File: src/rtl/mono_rx_packet_arbiter_if.sv
`default_nettype none
// +----------------------------------------------------------------------------+
// | mono_rx_packet_arbiter_if                                                  |
// | Bus, channel-FIFO and downstream-FIFO signals of the rx packet arbiter.    |
// | Rev 1.0 - initial release                                                  |
// +----------------------------------------------------------------------------+
interface mono_rx_packet_arbiter_if #(
  parameter int ABUSWIDTH = 16,
  parameter int N_CH      = 4
);
  logic [ABUSWIDTH-1:0] BUS_ADD;
  logic [7:0]           BUS_DATA_IN;
  logic [7:0]           BUS_DATA_OUT;
  logic                 BUS_WR;
  logic                 BUS_RD;
  logic [N_CH-1:0]      CH_FIFO_EMPTY;
  logic [32*N_CH-1:0]   CH_FIFO_DATA;
  logic [N_CH-1:0]      CH_FIFO_READ;
  logic                 OUT_FIFO_FULL;
  logic                 OUT_WRITE;
  logic [31:0]          OUT_DATA;
  logic                 BUSY;

  // Arbiter side
  modport slave (
    input  BUS_ADD, BUS_DATA_IN, BUS_WR, BUS_RD,
    input  CH_FIFO_EMPTY, CH_FIFO_DATA, OUT_FIFO_FULL,
    output BUS_DATA_OUT, CH_FIFO_READ, OUT_WRITE, OUT_DATA, BUSY
  );

  // Bus master / FIFO environment side
  modport master (
    output BUS_ADD, BUS_DATA_IN, BUS_WR, BUS_RD,
    output CH_FIFO_EMPTY, CH_FIFO_DATA, OUT_FIFO_FULL,
    input  BUS_DATA_OUT, CH_FIFO_READ, OUT_WRITE, OUT_DATA, BUSY
  );
endinterface
`default_nettype wire

File: src/rtl/mono_rx_packet_arbiter.sv
`default_nettype none
// +----------------------------------------------------------------------------+
// | mono_rx_packet_arbiter                                                     |
// | Round-robin merge of N_CH show-ahead rx word FIFOs into one downstream     |
// | FIFO, moving atomic PKT_WORDS-word packets, with a small basil register    |
// | file (enable mask, sync-error and packet counters).                        |
// | Rev 1.0 - initial release                                                  |
// +----------------------------------------------------------------------------+
module mono_rx_packet_arbiter #(
  parameter int ABUSWIDTH = 16,
  parameter int N_CH      = 4,
  parameter int PKT_WORDS = 3
) (
  input logic                     BUS_CLK,
  input logic                     RST,
  mono_rx_packet_arbiter_if.slave bus
);
  typedef enum logic [0:0] {ST_IDLE = 1'b0, ST_XFER = 1'b1} state_t;

  localparam int c_gw  = (N_CH > 1) ? $clog2(N_CH) : 1;
  localparam int c_wcw = (PKT_WORDS > 1) ? $clog2(PKT_WORDS) : 1;
  localparam logic [c_wcw-1:0]     c_last_word = c_wcw'(PKT_WORDS - 1);
  localparam logic [c_gw-1:0]      c_last_ch   = c_gw'(N_CH - 1);
  localparam logic [7:0]           c_version   = 8'd1;
  localparam logic [ABUSWIDTH-1:0] c_addr_ver  = ABUSWIDTH'(0);
  localparam logic [ABUSWIDTH-1:0] c_addr_mask = ABUSWIDTH'(1);
  localparam logic [ABUSWIDTH-1:0] c_addr_serr = ABUSWIDTH'(2);
  localparam logic [ABUSWIDTH-1:0] c_addr_pklo = ABUSWIDTH'(3);
  localparam logic [ABUSWIDTH-1:0] c_addr_pkhi = ABUSWIDTH'(4);

  state_t           r_state;
  logic [c_gw-1:0]  r_grant;
  logic [c_gw-1:0]  r_last_grant;
  logic [c_wcw-1:0] r_word_cnt;
  logic [N_CH-1:0]  r_en_mask;
  logic [7:0]       r_sync_err_cnt;
  logic [15:0]      r_pkt_cnt;
  logic             r_busy;
  logic [7:0]       r_data_out;

  logic [31:0]      w_ch_data [N_CH];
  logic             w_soft_rst;
  logic             w_rst;
  logic [N_CH-1:0]  w_req;
  logic             w_found;
  logic [c_gw-1:0]  w_next_grant;
  logic [c_gw-1:0]  w_scan;
  logic             w_in_xfer;
  logic             w_g_empty;
  logic [31:0]      w_g_data;
  logic             w_sync_err;
  logic             w_xfer;
  logic [7:0]       w_mask_byte;
  logic [7:0]       w_rd_mux;
  logic             w_unused;

  for (genvar c = 0; c < N_CH; c++) begin : g_unpack
    assign w_ch_data[c] = bus.CH_FIFO_DATA[32*c +: 32];
  end

  // A write to address 0 resets everything on the same edge, like RST,
  // but does not gate the pop/write strobes of the cycle it occurs in.
  assign w_soft_rst = bus.BUS_WR && (bus.BUS_ADD == c_addr_ver);
  assign w_rst      = RST || w_soft_rst;
  assign w_req      = r_en_mask & ~bus.CH_FIFO_EMPTY;

  assign w_in_xfer  = (r_state == ST_XFER);
  assign w_g_empty  = bus.CH_FIFO_EMPTY[r_grant];
  assign w_g_data   = w_ch_data[r_grant];
  // A packet must start with bit27 clear; a continuation word at the head
  // is discarded without being forwarded.
  assign w_sync_err = w_in_xfer && (r_word_cnt == '0) && !w_g_empty && w_g_data[27];
  assign w_xfer     = w_in_xfer && !w_g_empty && !bus.OUT_FIFO_FULL && !w_sync_err;

  assign bus.OUT_WRITE    = w_xfer && !RST;
  assign bus.OUT_DATA     = w_g_data;
  assign bus.BUSY         = r_busy;
  assign bus.BUS_DATA_OUT = r_data_out;
  assign w_unused         = ^bus.BUS_DATA_IN;

  // Round-robin search starting just after the last channel served.
  always_comb begin
    w_found      = 1'b0;
    w_next_grant = r_grant;
    w_scan       = '0;
    for (int k = 1; k <= N_CH; k++) begin
      w_scan = c_gw'((int'(r_last_grant) + k) % N_CH);
      if (!w_found && w_req[w_scan]) begin
        w_found      = 1'b1;
        w_next_grant = w_scan;
      end
    end
  end

  // Pop strobe for the granted channel, on a transfer or a discarded sync word.
  always_comb begin
    bus.CH_FIFO_READ = '0;
    if ((w_xfer || w_sync_err) && !RST) begin
      bus.CH_FIFO_READ[r_grant] = 1'b1;
    end
  end

  // Register readback multiplexer.
  always_comb begin
    w_mask_byte             = '0;
    w_mask_byte[N_CH-1:0]   = r_en_mask;
    case (bus.BUS_ADD)
      c_addr_ver:  w_rd_mux = c_version;
      c_addr_mask: w_rd_mux = w_mask_byte;
      c_addr_serr: w_rd_mux = r_sync_err_cnt;
      c_addr_pklo: w_rd_mux = r_pkt_cnt[7:0];
      c_addr_pkhi: w_rd_mux = r_pkt_cnt[15:8];
      default:     w_rd_mux = 8'd0;
    endcase
  end

  // Arbitration FSM: pick a channel in IDLE, move one whole packet in XFER.
  always_ff @(posedge BUS_CLK) begin
    if (w_rst) begin
      r_state        <= ST_IDLE;
      r_grant        <= '0;
      r_last_grant   <= c_last_ch;
      r_word_cnt     <= '0;
      r_sync_err_cnt <= '0;
      r_pkt_cnt      <= '0;
      r_busy         <= 1'b0;
    end else begin
      case (r_state)
        ST_IDLE: begin
          if (w_found) begin
            r_grant <= w_next_grant;
            r_state <= ST_XFER;
            r_busy  <= 1'b1;
          end
        end
        ST_XFER: begin
          if (w_sync_err && (r_sync_err_cnt != 8'hFF)) begin
            r_sync_err_cnt <= r_sync_err_cnt + 8'd1;
          end
          if (w_xfer) begin
            if (r_word_cnt == c_last_word) begin
              r_word_cnt   <= '0;
              r_last_grant <= r_grant;
              r_pkt_cnt    <= r_pkt_cnt + 16'd1;
              r_state      <= ST_IDLE;
              r_busy       <= 1'b0;
            end else begin
              r_word_cnt <= r_word_cnt + c_wcw'(1);
            end
          end
        end
        default: begin
          r_state <= ST_IDLE;
          r_busy  <= 1'b0;
        end
      endcase
    end
  end

  // Enable-mask write and registered read data.
  always_ff @(posedge BUS_CLK) begin
    if (w_rst) begin
      r_en_mask  <= '0;
      r_data_out <= '0;
    end else begin
      if (bus.BUS_WR && (bus.BUS_ADD == c_addr_mask)) begin
        r_en_mask <= bus.BUS_DATA_IN[N_CH-1:0];
      end
      if (bus.BUS_RD) begin
        r_data_out <= w_rd_mux;
      end
    end
  end
endmodule
`default_nettype wire

File: src/flat_wrapper.sv
// flat-port wrapper written by rule: the top's interface ports become plain ports
module mono_rx_packet_arbiter_flat 
#(
  parameter int ABUSWIDTH = 16,
  parameter int N_CH      = 4,
  parameter int PKT_WORDS = 3
)
  (BUS_CLK, RST, bus_BUS_ADD, bus_BUS_DATA_IN, bus_BUS_WR, bus_BUS_RD, bus_CH_FIFO_EMPTY, bus_CH_FIFO_DATA, bus_OUT_FIFO_FULL, bus_BUS_DATA_OUT, bus_CH_FIFO_READ, bus_OUT_WRITE, bus_OUT_DATA, bus_BUSY);
  mono_rx_packet_arbiter_if #(.ABUSWIDTH(ABUSWIDTH), .N_CH(N_CH)) bus_i ();
  input logic BUS_CLK;
  input logic RST;
  input wire logic [$bits(bus_i.BUS_ADD)-1:0] bus_BUS_ADD;
  input wire logic [$bits(bus_i.BUS_DATA_IN)-1:0] bus_BUS_DATA_IN;
  input wire logic [$bits(bus_i.BUS_WR)-1:0] bus_BUS_WR;
  input wire logic [$bits(bus_i.BUS_RD)-1:0] bus_BUS_RD;
  input wire logic [$bits(bus_i.CH_FIFO_EMPTY)-1:0] bus_CH_FIFO_EMPTY;
  input wire logic [$bits(bus_i.CH_FIFO_DATA)-1:0] bus_CH_FIFO_DATA;
  input wire logic [$bits(bus_i.OUT_FIFO_FULL)-1:0] bus_OUT_FIFO_FULL;
  output wire logic [$bits(bus_i.BUS_DATA_OUT)-1:0] bus_BUS_DATA_OUT;
  output wire logic [$bits(bus_i.CH_FIFO_READ)-1:0] bus_CH_FIFO_READ;
  output wire logic [$bits(bus_i.OUT_WRITE)-1:0] bus_OUT_WRITE;
  output wire logic [$bits(bus_i.OUT_DATA)-1:0] bus_OUT_DATA;
  output wire logic [$bits(bus_i.BUSY)-1:0] bus_BUSY;
  assign bus_i.BUS_ADD = bus_BUS_ADD;
  assign bus_i.BUS_DATA_IN = bus_BUS_DATA_IN;
  assign bus_i.BUS_WR = bus_BUS_WR;
  assign bus_i.BUS_RD = bus_BUS_RD;
  assign bus_i.CH_FIFO_EMPTY = bus_CH_FIFO_EMPTY;
  assign bus_i.CH_FIFO_DATA = bus_CH_FIFO_DATA;
  assign bus_i.OUT_FIFO_FULL = bus_OUT_FIFO_FULL;
  assign bus_BUS_DATA_OUT = bus_i.BUS_DATA_OUT;
  assign bus_CH_FIFO_READ = bus_i.CH_FIFO_READ;
  assign bus_OUT_WRITE = bus_i.OUT_WRITE;
  assign bus_OUT_DATA = bus_i.OUT_DATA;
  assign bus_BUSY = bus_i.BUSY;
  mono_rx_packet_arbiter #(.ABUSWIDTH(ABUSWIDTH), .N_CH(N_CH), .PKT_WORDS(PKT_WORDS)) u_core (.BUS_CLK(BUS_CLK), .RST(RST), .bus(bus_i));
endmodule
File: config.mk
export PLATFORM = sky130hd
export DESIGN_NAME = mono_rx_packet_arbiter_flat
export DESIGN_NICKNAME = d
export VERILOG_FILES = /design/src/rtl/mono_rx_packet_arbiter_if.sv /design/src/rtl/mono_rx_packet_arbiter.sv /design/src/flat_wrapper.sv
export SDC_FILE = /design/constraint.sdc
export NUM_CORES = 1
export LEC_CHECK = 0
export CORE_ASPECT_RATIO = 1.75
export CORE_MARGIN = 4
export CORE_UTILIZATION = 39
export CTS_CLUSTER_DIAMETER = 60
export DETAILED_ROUTE_END_ITERATION = 10
export PLACE_DENSITY = 0.87
export SLEW_MARGIN = 10
export SYNTH_ARGS = -nofsm -noshare
export SYNTH_HDL_FRONTEND = slang
export SYNTH_SLANG_ARGS = --single-unit
File: constraint.sdc
create_clock -name BUS_CLK -period 6.2 [get_ports BUS_CLK]
set_input_delay 0.93 -clock BUS_CLK [delete_from_list [all_inputs] [get_ports BUS_CLK]]
set_output_delay 0.93 -clock BUS_CLK [all_outputs]
set_load 0.05 [all_outputs]
# After elaboration in Yosys (flattened, before gate mapping)
# Index checks and enable logic that the tools add are counted.
# word_totals
register_bits	44
input_bits	161
elab_cells	102
# classes
addsub	7
n_lt_le_gt_ge	7
eq_ne	9
mux	34
n_bitwise	4
reduce_logical	32
# op_table
cell	count
$bmux 32 s2	1
$mux 32	2
$pmux 8 s5	1
$eq 16x2->1 const B	2
$add 16x1->16 const B	1
$eq 16x1->1 const B	1
$eq 16x3->1 const B	1
$logic_not 16->1	1
$mux 1	16
$logic_and 1x1->1	15
$lt 2x3->1 const B	5
$bmux 1 s2	5
$mux 2	5
$reduce_and 3->1	3
$add 8x1->8 const B	1
$ne 8x8->1 const B	1
$logic_not 1->1	7
$add 2x1->2 const B	3
$add 2x2->2 const B	2
$and 4x4->4	1
$mux 4	1
$ne 2x2->1 const B	2
$not 4->4	1
$pmux 1 s2	2
11 further kinds	13

# Longest topological paths before layout
# Gate-level depths: netlist of run 1.
# depth
word_depth	16
mapped_depth	7
depth_no_buf	5

# Least setup slack after synthesis of run 1
# Ideal clock, no wire load.
# synth_path
kind	in2out
from	input port bus_CH_FIFO_DATA[59]
to	output port bus_CH_FIFO_READ[0]
arrival_ps	3285
required_ps	5270
slack_ps	1985
path_stages	4
path_buffers	0
cell_sequence	mux4_2 -> nand2_1 -> a2111oi_0 -> nor3b_1
# synth_between
elab_chain_cells	9
# synth_rtl
item	line_no	rtl
from (decl)	flat_wrapper.sv:17	input wire logic [$bits(bus_i.CH_FIFO_DATA)-1:0] bus_CH_FIFO_DATA;
$bmux 32 s2 *	mono_rx_packet_arbiter.sv:69	assign w_g_data = w_ch_data[r_grant];
$mux 32 (not written as such) * (2 in a row)	mono_rx_packet_arbiter.sv:69	
$logic_and 1x1->1 *	mono_rx_packet_arbiter.sv:72	assign w_sync_err = w_in_xfer && (r_word_cnt == '0) && !w_g_empty && w_g_data[27];
$logic_not 1->1	mono_rx_packet_arbiter.sv:73	assign w_xfer = w_in_xfer && !w_g_empty && !bus.OUT_FIFO_FULL && !w_sync_err;
$logic_and 1x1->1	mono_rx_packet_arbiter.sv:73	
$logic_or 1x1->1 *	mono_rx_packet_arbiter.sv:98	if ((w_xfer || w_sync_err) && !RST) begin
$logic_and 1x1->1 *	mono_rx_packet_arbiter.sv:98	
$mux 4 *	mono_rx_packet_arbiter.sv:98	
to (decl)	flat_wrapper.sv:20	output wire logic [$bits(bus_i.CH_FIFO_READ)-1:0] bus_CH_FIFO_READ;
# Mark *: on every way between the ends. The rest lies on a longest branch, timed or not. The select of a mux whose other input is x is not followed.

# Final worst setup path of run 1
# layout_path
from	register u_core.r_grant[1]
to	output port bus_CH_FIFO_READ[0]
# layout_between
elab_chain_cells	10
# layout_rtl
item	line_no	rtl
from (decl)	mono_rx_packet_arbiter.sv:32	logic [c_gw-1:0] r_grant;
from (signal assigned)	mono_rx_packet_arbiter.sv:131	r_grant <= w_next_grant;
$not 2->3 (not written as such) / $bmux 1 s2 (equally long branches)	mono_rx_packet_arbiter.sv:69, mono_rx_packet_arbiter.sv:68	
$bmux 32 s2 / $mux 1 (equally long branches)	mono_rx_packet_arbiter.sv:69, mono_rx_packet_arbiter.sv:68	
$mux 32 (not written as such) / $logic_not 1->1 (equally long branches)	mono_rx_packet_arbiter.sv:69, mono_rx_packet_arbiter.sv:72, mono_rx_packet_arbiter.sv:73	
$mux 32 (not written as such) / $logic_and 1x1->1 (equally long branches)	mono_rx_packet_arbiter.sv:69, mono_rx_packet_arbiter.sv:72	
$logic_and 1x1->1	mono_rx_packet_arbiter.sv:72	
$logic_not 1->1	mono_rx_packet_arbiter.sv:73	
$logic_and 1x1->1	mono_rx_packet_arbiter.sv:73	
$logic_or 1x1->1	mono_rx_packet_arbiter.sv:98	
$logic_and 1x1->1	mono_rx_packet_arbiter.sv:98	
$mux 4 *	mono_rx_packet_arbiter.sv:98	
# Marks and branches as above.

==> results.md, run 1 <==
* Library cells used by synthesis at 52
* WHS Path Cells at 1
* Chip width at about 76 microns
* WP data required at 5.27 ns
* CTS buffer count at 5
* CP max stage delay at 0.96 ns
* XOR/XNOR share of the synthesized area at under 10%
* Root Driver: clkbuf_16
* Max Fclk at between 200 and 250 MHz
* Post-synth ARST share at 0%
* Class of the most critical hold timing path: reg2reg
* Clock transition at path regs at 0.07 ns
* Post-DP HPWL at roughly 11,000 microns
* #FFs+latches synth at between 40 and 50
* Setup bufs post-CTS at 0
* Maximum VDD drop at ~0.23 mV
* Rel. slew slack at roughly 37%
* Crit-path max FO at 39
* Worst-case reg-to-reg path depth at 5
* Worst Path Arrival at between 3 and 4 ns
* Synth Area in Adders at less than 1%
* Drc violations at 0
* Worst R2R Start: u_core.r_grant[1]
* Tot GR Track Use at between 20 and 30%
* Slew Limit Fails at 0
* Synthesized instance count at between 300 and 400
* First-pass GRT wire length at ~21,000 microns
* R2r endpoint: u_core.r_pkt_cnt[11]
* RSZ-0062 raised after global routing: false
* Most common cell after layout, fill and taps aside: clkdlybuf4s50_1
* Setup TNS at 0 ns
* Total of max-cap violations at 0
* Hold Startpoint: u_core.bus.BUS_DATA_OUT[7]
* R2R setup slack at ~3.3 ns
* Main combinational cell family by area after synthesis: simple AND/OR/NAND/NOR gates
* Synth warn at 0
* Finished Core Util at 68.4%
* Final setup viols at 0
* Post-Synth Simple-Gate Area at 25.2%
* Share of the yosys chip area belonging to registers at 28.2%
* WHS Endpoint: u_core.bus.BUS_DATA_OUT[7]
* Avg Inst Size Synth at 9.99 sq um
* Full die area at ~9600 sq um
* Die H at ~130 microns
* Grt ovf at 0
* Status: finished, final reports clean
* # IOs at approximately 210
* Critical path startpoint: u_core.r_grant[1]
* Sw Ratio at between 20% and 30%
* Final hold viol count at 0
* Critical path cell sequence: mux4_2 -> a2111oi_0 -> buf_4 -> nor3b_1 -> clkdlybuf4s50_1
* NumNets Final at 670
* Slowest-stage cell, CP: dfxtp_2
* Pint at 0.000604 W
* Clock Path Buffers at 2
* Initial antenna violation count at 2
* Worst Setup End Kind: output pin
* Pre-CTS setup slack at between 1.5 and 2 ns
* P_sw at a little under 0.0002 W
* Combinational Power Share at 24.9%
* Worst slew pin tran at roughly 0.95 ns
* Mux contribution to synthesized area at about 24%
* Total Wirelength at around 14,000 microns
* Clock share of power at roughly two fifths
* Flop pwr share at between 30% and 40%
* GPL Wtd Cong at about 0.99
* Clock latency on the worst-skew pair at 0.29 ns
* I/O Buffers at approximately 200
* Initial Util at 39.8%
* Period utilization at 72.4%
* Startpoint types: flop
* Drt first pass iters at 5
* Compound-Gate Fraction of Synth Area at 12.2%
* WL/cell at 23.3 microns
* Most frequent cells in the layout: clkdlybuf4s50_1 (202), dfxtp_1 (42), nor2_1 (35)
* Post-CTS Resized at 0
* Area Growth Syn to Fin at 71.9%
* Cell area power density at approximately 150 nW/um^2
* Ant diodes at 0
* Largest net degree at the start of global routing at 40
* Post-synth EDFFs at 0
* Vias post-DR at between 3,000 and 4,000
* Rows at 43
* Max Clock Skew at between 0.004 and 0.005 ns
* Setup CP Type: reg2out
* Hold_buf cts at 0
* Final worst-path setup slack at around 1.7 ns
* Post-synth top flop: dfxtp_1
* Tmin final at about 4.5 ns
* H-tree depth at 2
* Mapped Area at around 3100 sq um
* Clock Sinks at between 40 and 50
* Static leakage at between 1.5 and 2 nW
* Layout cells sized above 1 at between 10% and 20%
* Vias in the first global route at a little under 4,000
* Syn Nets at 476
* Area of the core at ~7900 sq um
* Initial DRC count at 194
* Final ANT Viol Nets at 0
* DR vias/cell at 5.99
* CTS tree: done
==> routing by layer <==
metal	vias up	global-route usage, %	wire length (microns)
met5	-	0	26
met4	4	8.14	392
met3	27	17.8	2600
met2	244	48.1	6470
met1	1706	30.3	4430
li1	1602	-	-
==> per-stage QoR <==
step	power, W	hold WS [ns]	cells	area (sq um)
after floorplan	0.000356	0.453	313	3130
after global placement	0.000483	0.454	590	5200
after detailed placement	0.000486	0.450	590	5200
after CTS	0.000800	0.477	598	5380
after global routing	0.000822	0.496	598	5380
final	0.000799	0.475	598	5380
==> power groups by stage <==
| stage | clock [W] | sequential (W) | combinational [W] |
|---|---|---|---|
| floorplan | 0 | 0.000289 | 0.0000674 |
| global placement | 0 | 0.000289 | 0.000195 |
| detailed placement | 0 | 0.000289 | 0.000197 |
| CTS | 0.000319 | 0.000283 | 0.000199 |
| global route | 0.000333 | 0.000282 | 0.000207 |
| finish | 0.000318 | 0.000283 | 0.000199 |
==> sequential cells by signal (all words and copies together) (netlist names) <==
signal	cells
u_core.r_pkt_cnt	16
u_core.bus.BUS_DATA_OUT	8
u_core.r_sync_err_cnt	8
u_core.r_en_mask	4
u_core.r_grant	2
u_core.r_last_grant	2
u_core.r_word_cnt	2
u_core.bus.BUSY	1
u_core.r_state	1
==> synthesized netlist by cell type, types with 4 or more instances <==
| cell type | number | share of area (%) |
|---|---|---|
| a21oi_1 | 13 | 2.1 |
| a221oi_1 | 6 | 1.7 |
| a22o_1 | 4 | 1.1 |
| and2_1 | 5 | 1.0 |
| buf_2 | 4 | 0.64 |
| clkbuf_1 | 8 | 0.96 |
| dfxtp_1 | 44 | 28 |
| inv_1 | 7 | 0.84 |
| mux4_2 | 33 | 24 |
| nand2_1 | 21 | 2.5 |
| nand2b_1 | 7 | 1.4 |
| nand3_1 | 9 | 1.4 |
| nor2_1 | 35 | 4.2 |
| nor2b_1 | 5 | 1.0 |
| nor3_1 | 12 | 1.9 |
| nor4_1 | 7 | 1.4 |
| o211ai_1 | 5 | 1.2 |
| o21ai_0 | 5 | 0.80 |
| o2bb2ai_1 | 8 | 2.2 |
| xnor2_1 | 17 | 4.8 |
==> kinds of logic after synthesis <==
family          after synthesis
compound gates               53
xor+xnor                     20
fa+ha+maj                     2
buf+inv                      26
flops                        44
mux                          34
simple gates                134
==> cell type report <==
cell class	count	area [sq um]
clock buffer	6	139
clock inverter	2	38.8
fill	609	2480
inverter	7	26.3
multi-input combinational	243	2120
sequential	44	883
tap	90	113
timing repair buffer	206	2050
==> worst max-delay path, delay by kind of cell (launching register included) <==
family / cells / cell delay, ns
mux: 1 / 0.67
buf+inv: 2 / 1.05
simple gates: 1 / 0.18
compound gates: 1 / 0.40
flops: 1 / 0.96
==> worst max-delay path by stage <==
stage                               end
floorplan           bus_CH_FIFO_READ[0]
global placement    bus_CH_FIFO_READ[0]
detailed placement  bus_CH_FIFO_READ[2]
CTS                 bus_CH_FIFO_READ[0]
global route        bus_CH_FIFO_READ[0]
finish              bus_CH_FIFO_READ[0]
(Power assumes the default switching activity.)
==> inputs of run 2 (changes only) <==
--- a/config.mk
+++ b/config.mk
@@ -7,10 +7,10 @@
 export LEC_CHECK = 0
 export CORE_ASPECT_RATIO = 1.75
 export CORE_MARGIN = 4
-export CORE_UTILIZATION = 39
+export CORE_UTILIZATION = 37
 export CTS_CLUSTER_DIAMETER = 60
 export DETAILED_ROUTE_END_ITERATION = 10
-export PLACE_DENSITY = 0.87
+export PLACE_DENSITY = 0.84
 export SLEW_MARGIN = 10
 export SYNTH_ARGS = -nofsm -noshare
 export SYNTH_HDL_FRONTEND = slang
==> constraint.sdc (replaced) <==
create_clock -name BUS_CLK -period 4.35 [get_ports BUS_CLK]
set_input_delay 0.6525 -clock BUS_CLK [delete_from_list [all_inputs] [get_ports BUS_CLK]]
set_output_delay 0.6525 -clock BUS_CLK [all_outputs]
set_load 0.05 [all_outputs]
==> run 2 against run 1 <==
Wire length grew 1.8%. Flip-flop and latch count is the same. Count of clock-buffer cells in the layout shrank 1. Clock skew grew 0.0015 ns. Clock power grew 74%. Register-to-register slack lost 1.7 ns. Worst setup slack lost 1.1 ns. Sequential power grew 42%. Via count shrank 1.1%. Hold slack lost 0.0033 ns. First-iteration DRC count shrank 0.52%. Critical path type unchanged.
==> results.md, run 2 (synthesis gave the netlist of run 1 again) <==
* Status: finished, final reports clean
* Class of the most critical hold timing path: reg2reg
* Tmin final at around 3.8 ns
* Clock latency on the worst-skew pair at 0.30 ns
* Crit-path max FO at 17
* Largest net degree at the start of global routing at 25
* Max Fclk at 265 MHz
* WP data required at about 3.7 ns
* RSZ-0062 raised after global routing: false
* Worst-case reg-to-reg path depth at 5
* Vias post-DR at ~3,500
* Maximum VDD drop at ~0.31 mV
* Die H at 130 microns
* Critical path startpoint: u_core.r_grant[1]
* Tot GR Track Use at 28.3%
* Top delay family on crit path: flip-flops
* Ant diodes at 0
* Most common cell after layout, fill and taps aside: clkdlybuf4s50_1
* Max FFs per register at 16
* Critical Path End: bus_CH_FIFO_READ[0]
* CTS tree: done
* Setup CP Type: reg2out
* DR vias/cell at 5.90
* Hold_buf cts at 0
* Full die area at around 10,000 sq um
* Final hold viol count at 0
* Grt ovf at 0
* H-tree depth at 2
* Final ANT Viol Nets at 0
* I/O Buffers at between 200 and 250
* CP max stage delay at just over 0.8 ns
* WL/cell at 23.6 microns
* Max Clock Skew at about 0.006 ns
* Static leakage at 1.84 nW
* Critical path cell sequence: mux4_2 -> a2111oi_0 -> buf_4 -> nor3b_1 -> buf_12
* Initial Util at between 30% and 40%
* Area Growth Syn to Fin at 75.4%
* Clock Path Buffers at 2
* Initial DRC count at about 190
* Cell area power density at between 200 and 250 nW/um^2
* R2r endpoint: u_core.r_pkt_cnt[11]
* Vias in the first global route at between 3,000 and 4,000
* Setup TNS at 0 ns
* Rows at 44
* Slew Limit Fails at 0
* Total Wirelength at roughly 14,000 microns
* Total of max-cap violations at 0
* R2R setup slack at 1.58 ns
* Finished Core Util at 66.4%
* Post-DP HPWL at approximately 12,000 microns
* Worst Setup End Kind: output pin
* Worst path depth at 5
* CTS buffer count at 5
* Setup bufs post-CTS at 0
* Placed insts at 593
* Slowest-stage cell, CP: dfxtp_1
* Final setup viols at 0
* Layout cells sized above 1 at 12.2%
* Initial antenna violation count at 4
* Post-CTS Resized at 0
* Startpoint types: flop
* Worst Path Arrival at between 3 and 4 ns
* GPL Wtd Cong at 1.00
* # IOs at a little over 200
* Clock transition at path regs at 0.07 ns
* Period utilization at between 80 and 90%
* CP bufs+invs at 2
* Root Driver: clkbuf_16
* Most frequent cells in the layout: clkdlybuf4s50_1 (197), dfxtp_1 (43), nor2_1 (35)
* Area of the core at between 8000 and 9000 sq um
* Drc violations at 0
* Fin cells at ~600
* Worst slew pin tran at slightly above 0.8 ns
* Clock Sinks at 44
* Reg with most FFs: u_core.r_pkt_cnt
* Worst R2R Start: u_core.r_grant[1]
* Rel. slew slack at a little under half
* Chip width at about 77 microns
* Drt first pass iters at 4
* NumNets Final at 671
* First-pass GRT wire length at 21,100 microns
run 2: cell type report:
cell class                      instances  area (sq um)
Multi-Input combinational cell        243          2120
Clock buffer                            5           125
Sequential cell                        44           882
Fill cell                             662          2770
Clock inverter                          3          90.1
Inverter                                7          26.3
Tap cell                               92           115
Timing Repair Buffer                  207          2120
run 2: worst min path at each step:
stage,from,endpoint,slack (ns),depth (start not counted)
final,u_core.bus.BUS_DATA_OUT[5],u_core.bus.BUS_DATA_OUT[5],0.47,1
after global routing,u_core.bus.BUS_DATA_OUT[7],u_core.bus.BUS_DATA_OUT[7],0.49,1
after CTS,u_core.bus.BUS_DATA_OUT[5],u_core.bus.BUS_DATA_OUT[5],0.47,1
after detailed placement,u_core.bus.BUS_DATA_OUT[7],u_core.bus.BUS_DATA_OUT[7],0.45,1
after global placement,u_core.bus.BUS_DATA_OUT[6],u_core.bus.BUS_DATA_OUT[6],0.46,1
after floorplan,u_core.r_en_mask[0],u_core.r_en_mask[0],0.45,2
run 2: worst register-to-register path, stage by stage (launching register included):
cell and delay [ns]:
dfxtp_1 0.83, mux4_2 0.68, or4_4 0.63, nor3_1 0.28, xnor2_1 0.15, nor2_1 0.05
run 2: power by group:
group	switching [W]	internal [W]	leakage [nW]
clock	0.000167	0.000387	0.104
sequential	0.00000000273	0.000403	0.355
combinational	0.000112	0.000171	1.38
total	0.000279	0.000961	1.84
run 2: metrics by stage:
| step | hold WS, ns | total power (W) | setup WS (ns) | cell area (sq um) |
|---|---|---|---|---|
| after floorplan | 0.453 | 0.000508 | 0.690 | 3130 |
| after global placement | 0.455 | 0.000691 | 0.715 | 5270 |
| after detailed placement | 0.446 | 0.000693 | 0.731 | 5270 |
| after CTS | 0.466 | 0.00124 | 0.605 | 5490 |
| after global routing | 0.490 | 0.00127 | 0.462 | 5490 |
| final | 0.472 | 0.00124 | 0.581 | 5490 |
run 2: layer usage:
layer	global-route usage [%]	vias up	routed length, microns
met5	0	-	48
met3	18.8	35	2250
li1	-	1604	-
met1	28.4	1687	4840
met2	47.6	211	6610
met4	8.81	8	407
==> inputs of run 3 (changes only) <==
--- a/config.mk
+++ b/config.mk
@@ -11,6 +11,7 @@
 export CTS_CLUSTER_DIAMETER = 60
 export DETAILED_ROUTE_END_ITERATION = 10
 export PLACE_DENSITY = 0.84
+export RECOVER_POWER = 100
 export SLEW_MARGIN = 10
 export SYNTH_ARGS = -nofsm -noshare
 export SYNTH_HDL_FRONTEND = slang
==> run 3 against run 2 <==
Count of clock-buffer cells in the layout is the same. Flip-flop and latch count is the same. Die area unchanged. First-iteration DRC count is 8.8% lower. Sequential share of layout area is 0.27 points higher. Critical path type unchanged.
==> results.md, run 3 (synthesis gave the netlist of run 1 again) <==
* Status: finished, final reports clean
* Flop pwr share at around 33%
* Tot GR Track Use at about 28%
* Final ANT Viol Nets at 0
* NumNets Final at roughly 670
* Die H at around 130 microns
* Rel. slew slack at roughly two fifths
* Clock latency on the worst-skew pair at 0.29 ns
* Drt first pass iters at 4
* Fin cells at approximately 600
* Static leakage at between 1.5 and 2 nW
* Initial DRC count at about 180
* WL/cell at roughly 23 microns
* Clock Sinks at between 40 and 50
* Clock transition at path regs at around 0.06 ns
* Final setup viols at 0
* Worst slew pin tran at between 0.8 and 0.9 ns
* H-tree depth at 2
* Layout cells sized above 1 at a little over a tenth
* # IOs at a little over 200
* Most frequent cells in the layout: clkdlybuf4s50_1 (158), dfxtp_1 (43), dlygate4sd3_1 (39)
* Rows at 44
* Initial antenna violation count at 4
* Sw Ratio at between 20% and 30%
* Chip width at between 70 and 80 microns
* Full die area at 10,000 sq um
* WP data required at between 3 and 4 ns
* Max FFs per register at 16
* Worst-case reg-to-reg path depth at 5
* R2r endpoint: u_core.r_pkt_cnt[11]
* Setup bufs post-CTS at 0
* Period utilization at between 80% and 90%
* R2R setup slack at approximately 1.6 ns
* Total Wirelength at ~14,000 microns
* Root Driver: clkbuf_16
* GPL Wtd Cong at between 1 and 1.5
* Max Clock Skew at 0.00632 ns
* Vias in the first global route at ~3,600
* Area Growth Syn to Fin at 72.5%
* CTS tree: done
* Max Fclk at approximately 260 MHz
* Clock Path Buffers at 2
* WHS Path Cells at 1
* Clock share of power at roughly 45%
* Class of the most critical hold timing path: reg2reg
* Cell area power density at ~230 nW/um^2
* Worst Path Arrival at 3.23 ns
* Setup CP Type: reg2out
* Tmin final at between 3 and 4 ns
* Combinational Power Share at between 20% and 30%
* DR vias/cell at a little under 6
* First-pass GRT wire length at 21,100 microns
* Total of max-cap violations at 0
* Setup TNS at 0 ns
* Area of the core at slightly above 8000 sq um
* Post-DP HPWL at roughly 12,000 microns
* Vias post-DR at between 3,000 and 4,000
* Post-CTS Resized at 0
* Hold Startpoint: u_core.bus.BUS_DATA_OUT[5]
* Worst R2R Start: u_core.r_grant[1]
* Grt ovf at 0
* Crit-path max FO at 17
* Startpoint types: flop
* Reg with most FFs: u_core.r_pkt_cnt
* Worst Setup End Kind: output pin
* Finished Core Util at 65.3%
* Pint at 0.000955 W
* I/O Buffers at 202
* Largest net degree at the start of global routing at 25
* Final hold viol count at 0
* Initial Util at 37.9%
* Final instance area at around 5400 sq um
* Most common cell after layout, fill and taps aside: clkdlybuf4s50_1
* DP Area at 5270 sq um
* P_sw at approximately 0.00028 W
* RSZ-0062 raised after global routing: false
* Drc violations at 0
* Ant diodes at 0
* Placed insts at 593
* Slew Limit Fails at 0
* Hold_buf cts at 0
* Maximum VDD drop at around 0.31 mV
* WHS Endpoint: u_core.bus.BUS_DATA_OUT[5]
* CTS buffer count at 5
-- run 3: cell types whose count changed in the layout (fill, tap and decap cells not counted), sizes merged --
cell | before | now
clkdlybuf4s50 | 197 | 158
clkbuf | 5 | 12
dlygate4sd3 | 0 | 39
buf | 10 | 3
-- run 3: cell type report --
| cell class | count | area (sq um) |
|---|---|---|
| fillers | 676 | 2860 |
| clock buffers | 5 | 125 |
| repair buffers | 207 | 2050 |
| flip-flops and latches | 44 | 882 |
| well taps | 92 | 115 |
| multi-input cells | 243 | 2110 |
| clock inverters | 3 | 90.1 |
| inverters | 7 | 26.3 |
-- run 3: stage by stage --
stage | hold slack, ns | total power, W | setup WS (ns)
CTS | 0.466 | 0.00124 | 0.605
floorplan | 0.453 | 0.000508 | 0.690
global route | 0.486 | 0.00127 | 0.277
finish | 0.464 | 0.00123 | 0.472
detailed placement | 0.446 | 0.000693 | 0.731
global placement | 0.455 | 0.000691 | 0.715
-- run 3: power by group through the flow --
stage | logic [W] | registers (W) | clock network, W
global placement | 0.000279 | 0.000412 | 0
finish | 0.000276 | 0.000403 | 0.000552
detailed placement | 0.000281 | 0.000412 | 0
floorplan | 0.0000961 | 0.000412 | 0
global route | 0.000287 | 0.000402 | 0.000576
CTS | 0.000283 | 0.000403 | 0.000558
-- run 3: critical path: stages (launching register included) --
cell and delay (ns):
dfxtp_1 0.82, mux4_2 0.68, a2111oi_0 0.52, clkbuf_1 0.22, nor3b_1 0.20, clkbuf_1 0.49
-- run 3: worst max-delay path by stage --
| stage | from | end | slack (ns) | depth (start not counted) |
|---|---|---|---|---|
| CTS | u_core.r_grant[1] | bus_CH_FIFO_READ[0] | 0.60 | 5 |
| global route | u_core.r_grant[1] | bus_CH_FIFO_READ[2] | 0.28 | 6 |
| floorplan | bus_CH_FIFO_DATA[59] | bus_CH_FIFO_READ[0] | 0.69 | 4 |
| detailed placement | bus_CH_FIFO_EMPTY[1] | bus_CH_FIFO_READ[0] | 0.73 | 6 |
| global placement | bus_CH_FIFO_EMPTY[0] | bus_CH_FIFO_READ[0] | 0.71 | 6 |
| finish | u_core.r_grant[1] | bus_CH_FIFO_READ[0] | 0.47 | 5 |
-- run 3: routing by layer --
metal  GRT usage, %  share of wire, %  up-vias
li1               -                 -     1602
met1           28.4                33     1672
met2           47.6                48      224
met3           18.8                16       31
met4           8.81               2.3        8
met5              0              0.39        -
